--- config.mk ---
export PLATFORM = sky130hd
export DESIGN_NAME = id_hazard_ctrl
export DESIGN_NICKNAME = d
export VERILOG_FILES = /design/src/rtl/id_hazard_ctrl_pkg.sv /design/src/rtl/id_hazard_ctrl_slot_match.sv /design/src/rtl/id_hazard_ctrl.sv
export SDC_FILE = /design/constraint.sdc
export NUM_CORES = 1
export LEC_CHECK = 0
export CAP_MARGIN = 0
export CORE_ASPECT_RATIO = 1.2
export CORE_MARGIN = 2
export CORE_UTILIZATION = 48
export DETAILED_ROUTE_END_ITERATION = 8
export GPL_ROUTABILITY_DRIVEN = 0
export PLACE_DENSITY = 0.78
export SLEW_MARGIN = 20
export SYNTH_ARGS = -nofsm -noshare
export SYNTH_HDL_FRONTEND = slang
export SYNTH_SLANG_ARGS = --single-unit
--- constraint.sdc ---
create_clock -name clk -period 3.62 [get_ports clk]
set_clock_uncertainty 0.05 [all_clocks]
set_input_delay 0.724 -clock clk [delete_from_list [all_inputs] [get_ports clk]]
set_output_delay 0.724 -clock clk [all_outputs]
set_load 0.02 [all_outputs]
--- src/rtl/id_hazard_ctrl_pkg.sv ---
// ------------------------------------------------------------------
// id_hazard_ctrl_pkg : pipeline constants and per-opcode register-usage decode
// Rev 1.0
// ------------------------------------------------------------------
`default_nettype none

package id_hazard_ctrl_pkg;

  localparam int REG_W            = 4;
  localparam int DATA_W           = 16;
  localparam int NREG             = 1 << REG_W;
  localparam int PIPE_DEPTH       = 3;
  localparam int PIPE_FLUSH_DEPTH = 1;

  typedef enum logic [3:0] {
    OP_NOP  = 4'd0,
    OP_ADD  = 4'd1,
    OP_SUB  = 4'd2,
    OP_AND  = 4'd3,
    OP_OR   = 4'd4,
    OP_ADDI = 4'd5,
    OP_LI   = 4'd6,
    OP_LW   = 4'd7,
    OP_SW   = 4'd8,
    OP_BEQ  = 4'd9,
    OP_JAL  = 4'd10
  } opcode_e;

  typedef struct packed {
    logic writes_rd;
    logic uses_rs1;
    logic uses_rs2;
  } reg_use_t;

  // Single source of truth for ID decode and the hazard scoreboard.
  function automatic reg_use_t decode_reg_use(input opcode_e op);
    reg_use_t u;
    u = '0;
    case (op)
      OP_ADD, OP_SUB, OP_AND, OP_OR: u = '{writes_rd: 1'b1, uses_rs1: 1'b1, uses_rs2: 1'b1};
      OP_ADDI, OP_LW:                u = '{writes_rd: 1'b1, uses_rs1: 1'b1, uses_rs2: 1'b0};
      OP_LI, OP_JAL:                 u = '{writes_rd: 1'b1, uses_rs1: 1'b0, uses_rs2: 1'b0};
      OP_SW, OP_BEQ:                 u = '{writes_rd: 1'b0, uses_rs1: 1'b1, uses_rs2: 1'b1};
      default:                       u = '0;
    endcase
    return u;
  endfunction

endpackage

`default_nettype wire

--- src/rtl/id_hazard_ctrl_slot_match.sv ---
// ------------------------------------------------------------------
// hazard_slot_match : 1 when any valid scoreboard slot targets i_reg.  Opt: HAZARD_R0_ZERO_EN
// Rev 1.0
// ------------------------------------------------------------------
`default_nettype none

module hazard_slot_match
  import id_hazard_ctrl_pkg::*;
#(
  parameter int DEPTH = PIPE_DEPTH
) (
  input  logic [DEPTH-1:0]            i_slot_v,
  input  logic [DEPTH-1:0][REG_W-1:0] i_slot_rd,
  input  logic [REG_W-1:0]            i_reg,
  output logic                        o_hit
);

  logic [DEPTH-1:0] w_match;

  for (genvar k = 0; k < DEPTH; k++) begin : g_cmp
    assign w_match[k] = i_slot_v[k] && (i_slot_rd[k] == i_reg);
  end

`ifdef HAZARD_R0_ZERO_EN
  assign o_hit = (|w_match) && (i_reg != '0);
`else
  assign o_hit = |w_match;
`endif

endmodule

`default_nettype wire

--- src/rtl/id_hazard_ctrl.sv ---
// ------------------------------------------------------------------
// id_hazard_ctrl : scoreboard hazard stall, flush kill and writeback check.  Opt: HAZARD_R0_ZERO_EN
// Rev 1.0
// ------------------------------------------------------------------
`default_nettype none

module id_hazard_ctrl
  import id_hazard_ctrl_pkg::*;
#(
  parameter int DEPTH       = PIPE_DEPTH,
  parameter int FLUSH_DEPTH = PIPE_FLUSH_DEPTH
) (
  input  logic              clk,
  input  logic              rst,
  input  logic              i_id_valid,
  input  logic [REG_W-1:0]  i_id_rd,
  input  logic [REG_W-1:0]  i_id_rs1,
  input  logic [REG_W-1:0]  i_id_rs2,
  input  logic              i_id_writes_rd,
  input  logic              i_id_uses_rs1,
  input  logic              i_id_uses_rs2,
  input  logic              i_flush,
  input  logic              i_wb_reg_write,
  input  logic [REG_W-1:0]  i_wb_rd,
  output logic              o_stall,
  output logic              o_issue,
  output logic [NREG-1:0]   o_pending,
  output logic [DATA_W-1:0] o_stall_cnt,
  output logic              o_sb_err
);

  logic [DEPTH-1:0]            r_slot_v;
  logic [DEPTH-1:0][REG_W-1:0] r_slot_rd;
  logic [DATA_W-1:0]           r_stall_cnt;
  logic                        r_sb_err;

  logic            w_hit_rs1, w_hit_rs2, w_hit_rd;
  logic            w_stall, w_issue, w_load_v, w_wb_mismatch;
  logic [NREG-1:0] w_pending;

  hazard_slot_match #(.DEPTH(DEPTH)) u_hit_rs1 (
    .i_slot_v(r_slot_v), .i_slot_rd(r_slot_rd), .i_reg(i_id_rs1), .o_hit(w_hit_rs1)
  );
  hazard_slot_match #(.DEPTH(DEPTH)) u_hit_rs2 (
    .i_slot_v(r_slot_v), .i_slot_rd(r_slot_rd), .i_reg(i_id_rs2), .o_hit(w_hit_rs2)
  );
  hazard_slot_match #(.DEPTH(DEPTH)) u_hit_rd (
    .i_slot_v(r_slot_v), .i_slot_rd(r_slot_rd), .i_reg(i_id_rd), .o_hit(w_hit_rd)
  );

  assign w_stall = i_id_valid && !i_flush &&
                   ((i_id_uses_rs1 && w_hit_rs1) ||
                    (i_id_uses_rs2 && w_hit_rs2) ||
                    (i_id_writes_rd && w_hit_rd));
  assign w_issue = i_id_valid && !i_flush && !w_stall;

`ifdef HAZARD_R0_ZERO_EN
  assign w_load_v = w_issue && i_id_writes_rd && (i_id_rd != '0);
`else
  assign w_load_v = w_issue && i_id_writes_rd;
`endif

  // The oldest slot is exactly the write the regfile commits this edge.
  assign w_wb_mismatch = (i_wb_reg_write != r_slot_v[DEPTH-1]) ||
                         (r_slot_v[DEPTH-1] && (i_wb_rd != r_slot_rd[DEPTH-1]));

  always_comb begin
    w_pending = '0;
    for (int k = 0; k < DEPTH; k++) begin
      if (r_slot_v[k]) w_pending[r_slot_rd[k]] = 1'b1;
    end
`ifdef HAZARD_R0_ZERO_EN
    w_pending[0] = 1'b0;
`endif
  end

  always_ff @(posedge clk) begin
    if (rst) begin
      r_slot_v    <= '0;
      r_slot_rd   <= '0;
      r_stall_cnt <= '0;
      r_sb_err    <= 1'b0;
    end else begin
      r_slot_v[0]  <= w_load_v;
      r_slot_rd[0] <= i_id_rd;
      // Flush squashes the youngest slots as they move down the pipe.
      for (int k = 1; k < DEPTH; k++) begin
        r_slot_v[k]  <= r_slot_v[k-1] && !(i_flush && ((k - 1) < FLUSH_DEPTH));
        r_slot_rd[k] <= r_slot_rd[k-1];
      end
      if (w_stall && (r_stall_cnt != '1)) r_stall_cnt <= r_stall_cnt + DATA_W'(1);
      if (w_wb_mismatch) r_sb_err <= 1'b1;
    end
  end

  assign o_stall     = w_stall;
  assign o_issue     = w_issue;
  assign o_pending   = w_pending;
  assign o_stall_cnt = r_stall_cnt;
  assign o_sb_err    = r_sb_err;

endmodule

`default_nettype wire
Yosys cells after proc, flatten, opt, wreduce, memory -nomap -nowiden
Index checks and enable logic that the tools add are counted.
{"block": "op_classes", "addsub": 1, "order_cmp": 6, "eq_ne": 12, "muxes": 9, "bitwise": 2, "n_reduce_logical": 30}
{"cell": "two-way mux 16 bit", "n": 3}
{"cell": "== test 4 bit", "n": 9}
{"cell": "OR 16 bit", "n": 2}
{"cell": "logical AND 1 bit", "n": 22}
{"cell": "adder 16 x 1 -> 16 bit, second input constant", "n": 1}
{"cell": "!= test 16 bit, second input constant", "n": 1}
{"cell": "less-than comparator 4 x 5 -> 1 bit, second input constant", "n": 3}
{"cell": "demux 1 bit (select 4 bit)", "n": 3}
{"cell": "greater-or-equal comparator 4 x 1 -> 1 bit, second input constant", "n": 3}
{"cell": "OR reduction 3 bit", "n": 3}
{"cell": "!= test 4 bit", "n": 1}
{"cell": "logical OR 1 bit", "n": 3}
{"cell": "two-way mux 1 bit", "n": 3}
{"cell": "logical NOT 1 bit", "n": 2}
{"cell": "!= test 1 bit", "n": 1}
{"block": "totals", "regBits": 32, "inputBits": 24, "output_inout_bits": 35}

Longest topological paths before layout
Gate-level depths: netlist of run 1.
{"block": "depth", "depth_word": 10, "depth_mapped": 11}

By module
From an unflattened synthesis of run 1, not the netlist that was laid out.
{"block": "unflattened", "cells_unflattened": 279, "area_unflattened_um2": 2220.9}
{"module": "id_hazard_ctrl", "instances": 1, "cells_each": 222, "area_each_um2": 1800.5}
{"module": "hazard_slot_match", "instances": 3, "cells_each": 19, "area_each_um2": 140.1}

Worst setup path before layout of run 1
No wires, ideal clock.
{"block": "synth_path", "path_type": "input to output", "start": "input port i_id_rd[0]", "end": "output port o_issue", "t_arrival_ns": 1.985, "required_ns": 2.846, "path_slack_ns": 0.861, "cell_stages": 5, "path_buffers": 0, "cell_sequence": "xor2_1 > nor4_2 > o31a_2 > or3_1 > nor2_1"}
{"block": "synth_via", "elab_chain_len": 8}
{"item": "start: declaration", "line": "id_hazard_ctrl.sv:16", "rtl": "input logic [REG_W-1:0] i_id_rd,"}
{"item": "== test 4 bit", "line": "id_hazard_ctrl_slot_match.sv:21", "rtl": "assign w_match[k] = i_slot_v[k] && (i_slot_rd[k] == i_reg);"}
{"item": "logical AND 1 bit", "line": "id_hazard_ctrl_slot_match.sv:21"}
{"item": "OR reduction 3 bit (*)", "line": "id_hazard_ctrl_slot_match.sv:27", "rtl": "assign o_hit = |w_match;"}
{"item": "logical AND 1 bit (*)", "line": "id_hazard_ctrl.sv:54", "rtl": "(i_id_writes_rd && w_hit_rd));"}
{"item": "logical OR 1 bit (*)", "line": "id_hazard_ctrl.sv:53", "rtl": "(i_id_uses_rs2 && w_hit_rs2) ||"}
{"item": "logical AND 1 bit (*)", "line": "id_hazard_ctrl.sv:51", "rtl": "assign w_stall = i_id_valid && !i_flush &&"}
{"item": "logical NOT 1 bit (*)", "line": "id_hazard_ctrl.sv:55", "rtl": "assign w_issue = i_id_valid && !i_flush && !w_stall;"}
{"item": "logical AND 1 bit (*)", "line": "id_hazard_ctrl.sv:55"}
{"item": "end: declaration", "line": "id_hazard_ctrl.sv:26", "rtl": "output logic o_issue,"}
Mark *: on every way between the ends. The rest lies on a longest branch, timed or not.

Worst setup path after layout of run 1
{"block": "layout_path", "start": "input port i_id_rd[3]", "end": "output port o_stall"}
{"block": "layout_via", "elab_chain_len": 6}
{"item": "== test 4 bit", "line": "id_hazard_ctrl_slot_match.sv:21"}
{"item": "logical AND 1 bit", "line": "id_hazard_ctrl_slot_match.sv:21"}
{"item": "OR reduction 3 bit (*)", "line": "id_hazard_ctrl_slot_match.sv:27"}
{"item": "logical AND 1 bit (*)", "line": "id_hazard_ctrl.sv:54"}
{"item": "logical OR 1 bit (*)", "line": "id_hazard_ctrl.sv:53"}
{"item": "logical AND 1 bit (*)", "line": "id_hazard_ctrl.sv:51"}
{"item": "end: declaration", "line": "id_hazard_ctrl.sv:25", "rtl": "output logic o_stall,"}
Marked as above.

==> results of run 1 <==
[registers in the layout, indices dropped and copies added (netlist names)]
name and count:
o_stall_cnt 16, r_slot_rd 12, r_slot_v 3, o_sb_err 1
[worst register-to-register path, stage by stage (launching register included)]
cell and delay (ns):
dfxtp_1 0.60, xor2_1 0.13, nor3_1 0.24, nand4_1 0.14
nand4_1 0.14, buf_4 0.14, o311ai_4 0.09, buf_4 0.21
nor4_1 0.33, mux2_1 0.35
[cells in the mapped netlist (2+ instances only)]
library cell,instances
a21oi_1,11
a22oi_1,9
a32oi_1,6
and3_1,4
and4_1,2
buf_2,7
buf_4,3
buf_6,6
clkbuf_1,5
dfxtp_1,32
inv_1,5
mux2_1,5
nand2_1,42
nand3_1,18
nand4_1,7
nor2_1,18
nor2b_1,23
nor3_1,7
nor3b_1,4
nor4_1,3
o21ai_1,2
o31ai_1,8
or3_1,4
or4_1,8
xnor2_1,16
xor2_1,24
[final timing paths]
kind | from | endpoint | slack [ns] | cells past startpoint
max reg2reg | r_slot_rd[0] | o_stall_cnt[8] | 1.11 | 9
min reg2reg | o_sb_err | o_sb_err | 0.42 | 2
min | o_sb_err | o_sb_err | 0.42 | 2
max | i_id_rd[3] | o_stall | 0.12 | 8
[through the flow]
stage / cells / setup slack [ns] / hold WS, ns / area [µm²]
after floorplan: 293 / 0.8613 / 0.4643 / 2313
after global placement: 400 / -0.1659 / 0.3937 / 2913
after detailed placement: 400 / -0.2142 / 0.4215 / 2913
after CTS: 408 / 0.05077 / 0.4301 / 3003
after global routing: 408 / 0.02781 / 0.4520 / 3014
final: 408 / 0.1162 / 0.4188 / 3014
[layer usage]
metal | vias to the layer above | global-route usage, %
met2 | 85 | 39.21
met4 | 0 | 6.939
met5 | - | 0
met1 | 1043 | 28.74
met3 | 8 | 4.202
li1 | 1138 | -
[power by group through the flow]
stage | combinational (mW) | clock, mW | sequential, mW
finish | 0.109 | 0.282 | 0.373
global route | 0.119 | 0.310 | 0.374
CTS | 0.109 | 0.289 | 0.373
detailed placement | 0.109 | 0 | 0.381
global placement | 0.107 | 0 | 0.380
floorplan | 0.0707 | 0 | 0.371
[cells by family (layout without fill, tap and decap cells)]
family	Yosys count	count (layout)	share of synthesized area (%)
AO/OA/AOI/OAI	42	42	13.57
XOR/XNOR	40	40	15.14
adder cells (fa/ha/maj)	1	1	0.5407
buffers and inverters	27	84	7.193
flip-flops	32	32	27.69
multiplexers	5	5	2.434
AND/OR/NAND/NOR	146	146	33.42
[final cells by class]
class / count / area, µm² / share of cell area (%)
Clock buffer: 6 / 82.58 / 2.740
Clock inverter: 2 / 10.01 / 0.3321
Inverter: 6 / 22.52 / 0.7472
Multi-Input combinational cell: 234 / 1516 / 50.31
Sequential cell: 32 / 640.6 / 21.25
Tap cell: 58 / 72.57 / 2.408
Timing Repair Buffer: 70 / 669.4 / 22.21
==> reports/summary.txt, run 1 <==
status -> complete, no violations
die area -> 0.005393 mm²
# setup viols final -> 0
DRC -> 0
IO Pins -> 59
CTS Buf Count -> 5
slowest CP cell -> clkdlybuf4s50_1
Clk pwr share -> 36.9%
post-DR vias/cell -> 5.574
critical path buffer and inverter count -> 4
global-route wire length before repair -> 9653 µm
worst slew pin tran -> 0.7095 ns
Final Hold Vio Count -> 0
Post-Route M1 WL -> 2585 µm
Synth warnings -> 0
Detail Route Antenna Nets -> 0
ranking of synthesized cells by area -> dfxtp_1, xor2_1, nand2_1
Final nets -> 374
Yosys cell types -> 40
WP data required -> 2.85 ns
Max Fclk -> 285.4 MHz
commonest non-fill, non-tap cell in the layout -> clkdlybuf4s50_1
clk_lat worst skew -> 0.28 ns
CTS root buf -> clkbuf_8
final wirelength -> 5809 µm
Clock Pin Slew Worst Setup and Hold Paths -> 0.06 ns
vias in the first global route -> 2139
Antenna Cells -> 0
Chip Width -> 67.38 µm
number of port buffers -> 58
CTS tree -> built
critical path, cell by cell -> clkdlybuf4s50_1 -> xor2_1 -> nor4_2 -> o31a_2 -> buf_4 -> o311ai_4 -> inv_2 -> dlygate4sd2_1
Pwr Density -> 253.6 mW/mm²
First-pass DRT Iterations -> 5
Clock Path Buffers -> 2
Final Cycle Share -> 96.79%
dpl hpwl -> 4369 µm
max cap viols -> 0
Psw -> 197.3 µW
crit-path max FO -> 4
largest net degree at the start of global routing -> 22
Slew Viols, Final -> 0
initial DRC count -> 142
Synth top area share -> 27.69%
initial antenna violation count -> 0
Seq pwr share -> 48.8%
CP startpoint kind -> input port
Hold Crit Class -> reg2reg
share of cells above drive strength 1 -> 8.571%
Switching Fraction -> 25.81%
row count -> 27
LEAKAGE -> 1.169 nW
total global-route track usage -> 22.92%
metal2 WL -> 2807 µm
FFs w/ async S/R, synth -> 0%
Post-CTS Resized -> 2
final core occ -> 65.13%
Crit Path Category -> in2out
Final Power -> 764.5 µW
area of the core -> 0.004628 mm²
hold buffers post-CTS -> 0
CP arrival -> 2.73 ns
Synth area leader -> dfxtp_1
Max transition margin -> 52.55%
Post-synth EDFFs -> 0
synthesized flop and latch total -> 32
Top FF cell, synth -> dfxtp_1
die span in y -> 80.05 µm
commonest non-fill, non-tap cells in the layout -> clkdlybuf4s50_1, nand2_1, dfxtp_1, xor2_1, nor2b_1
Cells after Synth -> 293
Int Power -> 567.2 µW
top routing layer used -> met4
critical path's top delay family -> buffers and inverters
H-tree depth -> 2
TNS Setup -> 0 ns
Gate power share -> 14.3%
RSZ-0062 raised after global routing -> no
metal3 WL -> 349 µm
drt wl/cell -> 14.24 µm
Post-Synthesis Net Count -> 318
fill count -> 408
Max VDD drop -> 0.2063 mV
Worst setup EP type -> output port
post-synth design cell area -> 0.002313 mm²
total number of vias -> 2274
Syn Area/Cell -> 7.896 µm²
post-layout min period -> 3.504 ns
Starting Density -> 49.99%
area delta synth->final -> 30.29%
setup bufs post-CTS -> 0
Sink Count -> 32
Crit path largest cell delay -> 0.57 ns
sequential area share after synthesis -> 27.69%
final global-route overflow total -> 0
Note: power is estimated with default switching activity, not from simulation.
==> run 2, diff against run 1 <==
- PLACE_DENSITY: 0.78 -> 0.79
==> run 2 against run 1 <==
Against the previous run: sequential share of layout area fell by 0.39 points; setup slack improved by 0.046 ns; register-to-register slack is essentially flat; first-iteration DRC count grew 5.6%; critical path type unchanged; critical endpoint unchanged; highest routed layer unchanged.
==> reports/summary.txt, run 2 (synthesis results as in run 1) <==
worst hold slack -> 0.4024 ns (-0.01636 ns)
Max VDD drop -> 0.2752 mV (+33%)
CTS root buf -> clkbuf_8
dpl hpwl -> 4436 µm (+1.5%)
clk_lat worst skew -> 0.28 ns (about the same)
largest net degree at the start of global routing -> 22 (unchanged)
hold path cells -> 2 (unchanged)
post-DR vias/cell -> 5.685 (+2.0%)
IO Pins -> 59 (unchanged)
First-pass DRT Iterations -> 5 (unchanged)
cells on worst reg2reg path -> 8 (-1)
H-tree depth -> 2 (unchanged)
critical path buffer and inverter count -> 4 (unchanged)
CP arrival -> 2.68 ns (-0.05 ns)
Starting Density -> 49.99% (unchanged)
Detail Route Antenna Nets -> 0 (unchanged)
drt wl/cell -> 14.48 µm (+1.7%)
Sink Count -> 32 (unchanged)
vias in the first global route -> 2206 (+3.1%)
initial DRC count -> 150 (+5.6%)
top routing layer used -> met4
max cap viols -> 0 (unchanged)
status -> complete, no violations
initial antenna violation count -> 0 (unchanged)
LEAKAGE -> 1.203 nW (+2.8%)
Pwr Density -> 278.3 mW/mm² (+9.7%)
Final Cycle Share -> 95.53% (-1.3 points)
Final Power -> 854.4 µW (+12%)
metal3 WL -> 333 µm (-4.6%)
slowest CP cell -> clkdlybuf4s50_1
crit-path max FO -> 4 (unchanged)
hold buffers post-CTS -> 0 (unchanged)
final global-route overflow total -> 0 (unchanged)
Antenna Cells -> 0 (unchanged)
die area -> 0.005393 mm² (unchanged)
CTS tree -> built
Max Fclk -> 289.2 MHz (+1.3%)
CTS Buf Count -> 5 (unchanged)
worst slew pin tran -> 0.7670 ns (+0.05754 ns)
Worst path depth -> 9 (+1)
DRC -> 0 (unchanged)
commonest non-fill, non-tap cell in the layout -> clkdlybuf4s50_1
row count -> 27 (unchanged)
post-layout min period -> 3.458 ns (-0.04578 ns)
Chip Width -> 67.38 µm (unchanged)
critical path's top delay family -> buffers and inverters
Final Hold Vio Count -> 0 (unchanged)
final wirelength -> 5935 µm (+2.2%)
die span in y -> 80.05 µm (unchanged)
total number of vias -> 2331 (+2.5%)
Post-Route M1 WL -> 2510 µm (-2.9%)
commonest non-fill, non-tap cells in the layout -> clkdlybuf4s50_1, nand2_1, dfxtp_1, xor2_1, nor2b_1
Clock Pin Slew Worst Setup and Hold Paths -> 0.06 ns (about the same)
area of the core -> 0.004628 mm² (unchanged)
number of port buffers -> 58 (unchanged)
global-route wire length before repair -> 9922 µm (+2.8%)
metal2 WL -> 2977 µm (+6.1%)
Worst setup EP type -> output port
area delta synth->final -> 32.72%
total global-route track usage -> 23.59% (+0.66 points)
max reg flops -> 16 (unchanged)
Hold Crit Class -> reg2reg
WP data required -> 2.85 ns (about the same)
Final nets -> 376 (+0.53%)
Crit path largest cell delay -> 0.49 ns (-0.08 ns)
Crit Path Category -> in2out
CP startpoint kind -> input port
share of cells above drive strength 1 -> 8.807% (+0.24 points)
non-filler cells, final -> 410 (+0.49%)
RSZ-0062 raised after global routing -> no
critical path, cell by cell -> clkdlybuf4s50_1 -> xnor2_1 -> nand2_1 -> nor4_1 -> o31a_2 -> buf_4 -> o311ai_4 -> inv_2 -> dlygate4sd2_1
Clock Path Buffers -> 2 (unchanged)
Slew Viols, Final -> 0 (unchanged)
Max transition margin -> 48.70% (-3.8 points)
# setup viols final -> 0 (unchanged)
Post-Place Cells -> 402 (+0.50%)
[run 2: cell count changes in the layout (fill, tap and decap cells not counted)]
| cell | before | now |
|---|---|---|
| bufinv_16 | 0 | 1 |
| clkdlybuf4s50_1 | 54 | 53 |
| clkinv_2 | 2 | 0 |
| clkbuf_8 | 6 | 7 |
| clkbuf_2 | 1 | 0 |
| clkdlybuf4s15_1 | 0 | 1 |
| dlymetal6s2s_1 | 2 | 3 |
| buf_4 | 12 | 14 |
[run 2: worst min-delay path, stage by stage (launching register included)]
cell and delay, ns:
dfxtp_1 0.31, inv_1 0.05, a21oi_1 0.05
[run 2: metal layers]
| metal | vias to the layer above | global-route usage (%) |
|---|---|---|
| li1 | 1148 | - |
| met1 | 1081 | 27.71 |
| met2 | 87 | 42.28 |
| met3 | 15 | 4.342 |
| met4 | 0 | 7.551 |
| met5 | - | 0 |
[run 2: final timing paths]
path,startpoint,to,slack (ns)
worst max-delay path,i_id_rd[2],o_stall,0.16
worst min-delay path,o_sb_err,o_sb_err,0.40
worst max register to register,r_slot_rd[8],o_stall_cnt[8],1.12
worst min register to register,o_sb_err,o_sb_err,0.40
[run 2: what timing repair did]
action,4_1_cts,5_1_grt
setup buffers,0,0
resized for setup,2,5
endpoints found under the setup margin,2,2
[run 2: stage by stage]
| stage | setup slack (ns) | area (µm²) | util (%) | setup TNS [ns] |
|---|---|---|---|---|
| final | 0.1619 | 3070 | 66.34 | 0 |
| after global routing | 0.02252 | 3070 | 66.34 | 0 |
| after CTS | 0.03564 | 3052 | 65.94 | 0 |
| after detailed placement | -0.1902 | 2928 | 63.26 | -0.3522 |
| after global placement | -0.1392 | 2928 | 63.26 | -0.2466 |
| after floorplan | 0.8613 | 2313 | - | 0 |
[run 2: power breakdown]
group          switching, mW  internal [mW]
Sequential            0.0107          0.359
Combinational         0.0561         0.0582
Clock                  0.128          0.243
[run 2: area by class of cell]
| cell class | instances | area (µm²) |
|---|---|---|
| Clock inverter | 1 | 30.03 |
| Multi-Input combinational cell | 234 | 1516 |
| Fill cell | 419 | 1558 |
| Tap cell | 58 | 72.57 |
| Timing Repair Buffer | 72 | 691.9 |
| Clock buffer | 7 | 96.34 |
| Inverter | 6 | 22.52 |
| Sequential cell | 32 | 640.6 |
